===== config.mk =====
export PLATFORM = sky130hd
export DESIGN_NAME = conv_output_collect
export DESIGN_NICKNAME = d
export VERILOG_FILES = /design/src/rtl/conv_output_collect_pkg.sv /design/src/rtl/conv_output_sequencer.sv /design/src/rtl/conv_output_collect.sv
export SDC_FILE = /design/constraint.sdc
export NUM_CORES = 2
export LEC_CHECK = 0
export ABC_AREA = 1
export CORE_MARGIN = 3
export CORE_UTILIZATION = 40
export CTS_CLUSTER_SIZE = 25
export DETAILED_ROUTE_END_ITERATION = 10
export GPL_ROUTABILITY_DRIVEN = 0
export GPL_TIMING_DRIVEN = 0
export MAX_ROUTING_LAYER = met4
export PLACE_DENSITY = 0.56
export SYNTH_ARGS = -nofsm -noshare
export SYNTH_HDL_FRONTEND = slang
export SYNTH_SLANG_ARGS = --single-unit

===== constraint.sdc =====
create_clock -name clk_i -period 7.13 [get_ports clk_i]
set_input_delay 0.713 -clock clk_i [delete_from_list [all_inputs] [get_ports clk_i]]
set_output_delay 0.713 -clock clk_i [all_outputs]
set_load 0.02 [all_outputs]

===== src/rtl/conv_output_collect_pkg.sv =====
// Shared convolution constants, column-range tables and accumulator helpers
// used by the output collector and its emit sequencer.
package conv_output_collect_pkg;

   localparam int CONVUNITS     = 1;
   localparam int CONV_SIZE_MAX = 32;
   localparam int CONV_BITS     = 8;
   localparam int ACC_BITS      = 12;
   localparam int MAX_GROUPS    = 8;

   typedef logic signed [ACC_BITS-1:0] acc_t;
   typedef logic [4:0]                 col_t;
   typedef enum logic {ACCUM, EMIT}    collect_state_e;

   // Index 3 of the parallelism dimension is illegal; it holds a harmless single range.
   localparam logic [2:0] PARALLEL_NUM [CONVUNITS][4] = '{'{3'd1, 3'd2, 3'd6, 3'd1}};

   localparam col_t PARALLEL_OUT [CONVUNITS][4][MAX_GROUPS][2] = '{
      '{
         '{'{5'd0, 5'd27}, '{5'd0, 5'd0}, '{5'd0, 5'd0}, '{5'd0, 5'd0},
           '{5'd0, 5'd0},  '{5'd0, 5'd0}, '{5'd0, 5'd0}, '{5'd0, 5'd0}},
         '{'{5'd0, 5'd9},  '{5'd14, 5'd23}, '{5'd0, 5'd0}, '{5'd0, 5'd0},
           '{5'd0, 5'd0},  '{5'd0, 5'd0},   '{5'd0, 5'd0}, '{5'd0, 5'd0}},
         '{'{5'd0, 5'd0},  '{5'd6, 5'd6},   '{5'd12, 5'd12}, '{5'd18, 5'd18},
           '{5'd24, 5'd24}, '{5'd30, 5'd30}, '{5'd0, 5'd0},  '{5'd0, 5'd0}},
         '{'{5'd0, 5'd0},  '{5'd0, 5'd0}, '{5'd0, 5'd0}, '{5'd0, 5'd0},
           '{5'd0, 5'd0},  '{5'd0, 5'd0}, '{5'd0, 5'd0}, '{5'd0, 5'd0}}
      }
   };

   function automatic acc_t sat_add(input acc_t a, input logic signed [CONV_BITS-1:0] b);
      logic signed [ACC_BITS:0] s;
      s = $signed({a[ACC_BITS-1], a}) + (ACC_BITS+1)'(b);
      if (s[ACC_BITS] != s[ACC_BITS-1])
         sat_add = s[ACC_BITS] ? {1'b1, {(ACC_BITS-1){1'b0}}} : {1'b0, {(ACC_BITS-1){1'b1}}};
      else
         sat_add = s[ACC_BITS-1:0];
   endfunction

endpackage


===== src/rtl/conv_output_sequencer.sv =====
// Walks the valid output columns group by group for the latched parallelism
// and flags the final pixel of the row.
module conv_output_sequencer
   import conv_output_collect_pkg::*;
#(
   parameter int UNIT = 0
) (
   input  logic       clk_i,
   input  logic       rst_i,
   input  logic       start_i,
   input  logic       advance_i,
   input  logic [1:0] par_i,
   output logic [2:0] grp_o,
   output logic [4:0] col_o,
   output logic       last_o
);

   logic [2:0] grp_q, grp_d;
   col_t       col_q, col_d;
   col_t       hi;

   assign hi     = PARALLEL_OUT[UNIT][par_i][grp_q][1];
   assign last_o = (grp_q == PARALLEL_NUM[UNIT][par_i] - 3'd1) && (col_q == hi);
   assign grp_o  = grp_q;
   assign col_o  = col_q;

   always_comb begin
      grp_d = grp_q;
      col_d = col_q;
      if (start_i) begin
         grp_d = '0;
         col_d = PARALLEL_OUT[UNIT][par_i][0][0];
      end else if (advance_i) begin
         // After the final pixel park at 0/0 so idle outputs match reset.
         if (last_o) begin
            grp_d = '0;
            col_d = '0;
         end else if (col_q < hi) begin
            col_d = col_q + 5'd1;
         end else begin
            grp_d = grp_q + 3'd1;
            col_d = PARALLEL_OUT[UNIT][par_i][grp_q + 3'd1][0];
         end
      end
   end

   always_ff @(posedge clk_i) begin
      if (rst_i) begin
         grp_q <= '0;
         col_q <= '0;
      end else begin
         grp_q <= grp_d;
         col_q <= col_d;
      end
   end

endmodule


===== src/rtl/conv_output_collect.sv =====
// Accumulates convolution rows across input-channel passes with saturation,
// then streams the valid columns of each parallel group downstream.
module conv_output_collect
   import conv_output_collect_pkg::*;
#(
   parameter int UNIT     = 0,
   parameter int ACC_BITS = 12
) (
   input  logic                              clk_i,
   input  logic                              rst_i,
   input  logic [1:0]                        conf_parallel_i,
   input  logic                              conv_valid_i,
   output logic                              conv_ready_o,
   input  logic [CONV_SIZE_MAX*CONV_BITS-1:0] conv_data_i,
   input  logic                              conv_last_i,
   output logic                              out_valid_o,
   input  logic                              out_ready_i,
   output logic [ACC_BITS-1:0]               out_data_o,
   output logic [2:0]                        out_group_o,
   output logic [4:0]                        out_col_o,
   output logic                              out_last_o
);

   typedef logic signed [ACC_BITS-1:0] sacc_t;

   collect_state_e              state_q;
   logic                        first_q;
   logic [1:0]                  par_q, par_eff;
   sacc_t                       acc_q [CONV_SIZE_MAX];
   sacc_t                       acc_d [CONV_SIZE_MAX];
   logic signed [CONV_BITS-1:0] col_v [CONV_SIZE_MAX];
   logic                        accept, xfer, done, seq_last;
   logic [2:0]                  grp;
   logic [4:0]                  col;

   function automatic sacc_t sat_acc(input sacc_t a, input logic signed [CONV_BITS-1:0] b);
      logic signed [ACC_BITS:0] s;
      s = $signed({a[ACC_BITS-1], a}) + (ACC_BITS+1)'(b);
      if (s[ACC_BITS] != s[ACC_BITS-1])
         sat_acc = s[ACC_BITS] ? {1'b1, {(ACC_BITS-1){1'b0}}} : {1'b0, {(ACC_BITS-1){1'b1}}};
      else
         sat_acc = s[ACC_BITS-1:0];
   endfunction

   for (genvar c = 0; c < CONV_SIZE_MAX; c++) begin : g_col
      assign col_v[c] = conv_data_i[c*CONV_BITS +: CONV_BITS];
   end

   assign conv_ready_o = (state_q == ACCUM);
   assign out_valid_o  = (state_q == EMIT);
   assign accept       = conv_valid_i && conv_ready_o;
   assign xfer         = out_valid_o && out_ready_i;
   assign done         = xfer && seq_last;
   // The parallelism of a row is fixed by its first pass.
   assign par_eff      = first_q ? conf_parallel_i : par_q;

   always_comb begin
      acc_d = acc_q;
      for (int c = 0; c < CONV_SIZE_MAX; c++) begin
         if (done)
            acc_d[c] = '0;
         else if (accept)
            acc_d[c] = first_q ? sacc_t'(col_v[c]) : sat_acc(acc_q[c], col_v[c]);
      end
   end

   always_ff @(posedge clk_i) begin
      if (rst_i) begin
         state_q <= ACCUM;
         first_q <= 1'b1;
         par_q   <= '0;
         acc_q   <= '{default: '0};
      end else begin
         acc_q <= acc_d;
         case (state_q)
            ACCUM: if (accept) begin
               if (first_q) begin
                  par_q   <= conf_parallel_i;
                  first_q <= 1'b0;
               end
               if (conv_last_i) state_q <= EMIT;
            end
            EMIT: if (done) begin
               state_q <= ACCUM;
               first_q <= 1'b1;
            end
            default: state_q <= ACCUM;
         endcase
      end
   end

   conv_output_sequencer #(.UNIT(UNIT)) u_seq (
      .clk_i     (clk_i),
      .rst_i     (rst_i),
      .start_i   (accept && conv_last_i),
      .advance_i (xfer),
      .par_i     (par_eff),
      .grp_o     (grp),
      .col_o     (col),
      .last_o    (seq_last)
   );

   assign out_data_o  = acc_q[col];
   assign out_group_o = grp;
   assign out_col_o   = col;
   assign out_last_o  = out_valid_o && seq_last;

   a_par_legal: assert property (@(posedge clk_i) disable iff (rst_i)
      (accept && first_q) |-> (conf_parallel_i != 2'd3));

endmodule


Word-level counts from Yosys, hierarchy flattened. Index checks and enable logic that the tools add are counted.

ROM bits: 0. Memory bits (writable): 0. Register bits after elaboration: 396. Bits in latches: 0. Memories: 0.

Divide/modulo/power cells: 0. $mul: 0. Magnitude comparators: 5. Bitwise logic cells: 5. Equal/unequal tests: 37. Add/subtract/negate cells: 35. Muxes and demuxes: 125. Reduce and logical (&&, ||, !) cells: 12. Shifts and indexed selects: 0.

Operator list (number): $mux 12 (98); $add 12x8->13 (32); $bmux 80 s2 (1); $mux 80 (2); $bmux 10 s3 (2); $bmux 12 s5 (1); $ne 1x1->1 (32); $mux 5 (6); $mux 10 (2); $mux 3 (4); $ge 4x4->1 const B (2); $not 3->4 (2); $bmux 3 s2 (1); $ge 6x6->1 const B (1); $logic_and 1x1->1 (6); $not 5->6 (1); $reduce_and 2->1 (3); $add 5x1->5 const B (1); $eq 5x5->1 (1); $lt 5x5->1 (1); $mux 1 (5); $ne 2x1->1 const B (2); $pmux 1 s2 (2); $reduce_or 2->1 (2); other kinds (9) (9).

Logic depth before layout (Yosys ltp).
Depth after elaboration: 13. Mapped depth: 25. Gate-level depth less buffers: 21.

Modules after synthesis. Synthesis repeated with hierarchy kept, for this count alone.

Cells, all modules: 6979. Area total of the unflattened synthesis: 41939.0 um^2.

By module, submodules not included: conv_output_collect (instances 1, area each 41011.8 um^2, cells each 6826); conv_output_sequencer (instances 1, area each 927.1 um^2, cells each 153).

Worst setup path after synthesis. Ideal clock, no wire load.

Path kind: reg2out. Start: register first_q. End: output port out_last_o. Cell stages (with the launch flop): 19. Slack: 3.604 ns. Buffers on the path: 2. Required time: 6.417 ns. Data arrival time: 2.813 ns. Path through: dfxtp_1 -> clkbuf_1 -> clkinv_1 -> clkbuf_1 -> or2_2 -> o21ai_0 -> ha_1 -> inv_1 -> nor2_1 -> nor2_1 -> inv_1 -> nand2_1 -> nand2_1 -> nand2_1 -> ha_1 -> nand4_1 -> a21oi_1 -> nand2_1 -> nor2_1.

Word-level cells in the longest chain between the ends: 11.

RTL lines: from (decl) (line conv_output_collect.sv:27) `logic first_q;`; from (signal assigned) (line conv_output_collect.sv:70) `first_q <= 1'b1;`; from (signal assigned) (line conv_output_collect.sv:79) `first_q <= 1'b0;`; from (signal assigned) (line conv_output_collect.sv:85) `first_q <= 1'b1;`; $mux 2 *; $not 2->3 (implied by the code) * (line conv_output_sequencer.sv:22, conv_output_sequencer.sv:23); $bmux 80 s2 (line conv_output_sequencer.sv:22) `assign hi = PARALLEL_OUT[UNIT][par_i][grp_q][1];`; $mux 80 (implied by the code) (2 in series) (line conv_output_sequencer.sv:22); $bmux 10 s3 (line conv_output_sequencer.sv:22); $mux 5 (implied by the code) (2 in series) (line conv_output_sequencer.sv:22); $eq 5x5->1 (line conv_output_sequencer.sv:23) `assign last_o = (grp_q == PARALLEL_NUM[UNIT][par_i] - 3'd1) && (col_q == hi);`; $logic_and 1x1->1 * (line conv_output_sequencer.sv:23); $logic_and 1x1->1 * (line conv_output_collect.sv:106) `assign out_last_o = out_valid_o && seq_last;`; to (decl) (line conv_output_collect.sv:21) `output logic out_last_o`.

Mark *: on every way between the ends. The rest lies on a longest branch, timed or not. The select of a mux whose other input is x is not followed.

Worst setup path after layout.
Start: register u_seq.col_q[1] (netlist: u_seq.col_o[1]). End: output port out_data_o[7].

Word-level cells in the longest chain between the ends: 4.

RTL lines: from (decl) (line conv_output_sequencer.sv:19) `col_t col_q, col_d;`; from (signal assigned) (line conv_output_sequencer.sv:53) `col_q <= col_d;`; $not 5->6 (implied by the code) (line conv_output_collect.sv:103) `assign out_data_o = acc_q[col];`; $bmux 12 s5 (line conv_output_collect.sv:103); $mux 12 (implied by the code) (2 in series) (line conv_output_collect.sv:103); to (decl) (line conv_output_collect.sv:18) `output logic [ACC_BITS-1:0] out_data_o,`.

No other way between the ends. The select of a mux whose other input is x is not followed.

==> flow_summary.toml <==
[outcome]
status = "finished with violations"
violations = "design-rule violations, max-capacitance violations, max-slew violations"

[route]
drt_iter0_drc = 5406
wl_microns = 191000
via_per_inst = 5.78
num_vias = 48100
drc_errors = 2
wl_per_cell_microns = 22.9
dr.pass1.iters = 11
ant_nets = 0

[timing]
skew_ps = 35.4
rsz0062_at_grt = "false"
final_max_slew_viol_count = 43
finalSetupViolCount = 0
worst_slew_pin_slew_ps = 1600
slew_headroom_pct = -6.37
hold_violations = 0
clock.fmax_ghz = 0.159
layout_min_cycle_time_ps = 6280
finalCritPeriodShare_pct = 88.0
fin_setup_tns_ps = 0

[clocking]
cts-root-buf = "clkbuf_16"
post_cts_resized = 0
htreeDepth = 2
post_cts_buffers = 0
cts_inserted_buffers = 55
clock_latency_ps = 690
cts.sinks = 396
clk_pin_slew_ps = 60
ctsHoldBuffers = 0
cts_buffer_depth = 3
cts_tree = "yes"

[worst_setup_path]
start_kind = "flip-flop"
slowest_stage = "clkdlybuf4s50_1"
timing_worst_setup_path_type = "reg2out"
worstSetupEndpointType = "output port"
cp.arrival_ps = 5560
cp_cell_sequence = "buf_2 > clkbuf_1 > clkbuf_1 > o21ai_0 > o221ai_1 > nand3_1 > a22oi_1 > clkdlybuf4s50_1"
crit_top_cell = "clkbuf_1"
path_max_fanout = 10
slowest_delay_ps = 740
critPathRequiredTime_ps = 6420

[placed_design]
port_buffers = 285
place_hpwl_microns = 148000
place_inst = 8220

[global_route]
grtUsageTotal_pct = 36.3
grt_antenna_before_repair = 11
grt_remaining_overflow = 0
grt_pass1_wl_microns = 273000
grt_max_degree = 14
grt_pass1_vias = 42600

[yosys]
syn_area_per_cell_sq_um = 6.02
ys_seq_area_share_pct = 19.8
syn_inst = 6646
synth_nets = 7336
synth_cell_types = 36
async_flop_share_pct = 0
yosysWarningCount = 0
ys_seq_elements = 396
netlist_area_sq_mm = 0.0400
ys.flop_type = "dfxtp_1"
synth-edff-count = 0

[floorplanning]
io_pins = 286
fp.coreArea_sq_mm = 0.0987
row_count = 115
fp.dieW_microns = 322
die_area_sq_mm = 0.104
start_util_pct = 40.5
die_height_microns = 322

[layout]
final_util_pct = 47.0
drive_gt1_share_pct = 2.63
multiInputGateArea_sq_mm = 0.0295
fill_cells = 10600
area_growth_pct = 16.0
regArea_sq_mm = 0.00793
num-nets-final = 7680
final_cells = 8328

[power_and_ir_drop]
power_density_mw_per_mm2 = 214
ir_drop_v = 0.000202
power.leakage_uw = 0.0220

[worst_hold_path]
min_path_type = "reg2reg"

[job]
max_cap_violations = 5
-- final cells by class --
type / instances / share of cell area (%)
Sequential cell: 396 / 17.1
Buffer: 241 / 2.28
Timing Repair Buffer: 287 / 6.22
Clock buffer: 85 / 3.60
Tap cell: 1287 / 3.47
Clock inverter: 14 / 0.426
Multi-Input combinational cell: 5620 / 63.7
Antenna cell: 9 / 0.0486
Inverter: 389 / 3.15
-- final timing paths --
path | depth (start not counted) | to | from | slack [ps]
worst min register to register | 2 | acc_q[5] | acc_q[5] | 490
worst min-delay path | 2 | acc_q[5] | acc_q[5] | 490
worst max-delay path | 8 | out_data_o[7] | u_seq.col_o[1] | 850
worst max register to register | 21 | acc_q[23] | first_q | 940
-- per-layer routing --
metal  share of wire [%]  global-route usage, %  up-vias  wire (microns)
met2                  41                   52.2     2425           77900
met4                 5.8                   17.2        0           11000
li1                    -                      -    22900               -
met1                  42                   47.1    22200           80300
met5                   0                      -        -               0
met3                  11                   9.74      535           21800
-- power by group --
group | switching (uW) | internal [uW] | total, uW
Clock | 1200 | 1770 | 2980
Combinational | 2670 | 1470 | 4140
Sequential | 342 | 2440 | 2780
-- placed cells by master (no fill, tap or decap), types with 9 or more instances in the layout --
master and n:
clkbuf_8 14, fa_1 32, o22ai_1 19, buf_6 12, nor2_1 964, clkbuf_16 57, nand2_2 22, a31oi_1 82
nand2_1 2065, dfxtp_1 396, nand3_1 249, inv_1 382, nand4_1 130, clkdlybuf4s50_1 285, xnor2_1 181, xor2_1 103
diode_2 9, a21oi_1 799, o221ai_1 78, buf_2 41, ha_1 395, o21ai_0 414, o21ai_1 56, clkbuf_1 191
-- metrics by stage --
stage / hold slack, ps / worst slack [ps] / power (uW) / cell area [sq um]
global placement: 474 / 1350 / 6790 / 44500
detailed placement: 482 / 1410 / 6820 / 44500
global route: 506 / 729 / 10400 / 46400
CTS: 490 / 1140 / 9780 / 46400
floorplan: 459 / 3600 / 5460 / 40000
finish: 492 / 854 / 9900 / 46400
-- registers in the layout, indices dropped and copies added (netlist names) --
name / cells
par_q: 2
first_q: 1
u_seq.grp_o: 3
acc_q: 384
u_seq.col_o: 5
out_valid_o: 1
-- synth_stat cells (32+ instances only) --
master	count	share of area (%)
xor2_1	103	2.3
clkbuf_1	183	1.7
a21oi_1	799	10
a31oi_1	82	1.3
o221ai_1	78	1.7
o21ai_0	414	5.2
nand4_1	130	2.0
ha_1	395	12
fa_1	32	1.6
buf_2	41	0.51
dfxtp_1	396	20
nor2_1	964	9.0
inv_1	382	3.6
nand3_1	249	3.1
xnor2_1	181	4.0
o21ai_1	56	0.70
nand2_1	2065	19
-- kinds of logic (layout without fill, tap and decap cells) --
family	Yosys count	after routing	synth area share (%)
flops	396	396	19.8
xor+xnor	284	284	6.22
fa+ha+maj	427	427	14.0
other cells	0	9	0
buf+inv	630	1016	6.28
simple gates	3436	3436	34.0
compound gates	1473	1473	19.7
-- worst max-delay path, delay by kind of cell (launching register included) --
kind / cells / cell delay, ps
flip-flops: 1 / 600
AO/OA/AOI/OAI: 3 / 1600
AND/OR/NAND/NOR: 1 / 290
buffers and inverters: 4 / 2380
Power figures use the tool's default switching activity.
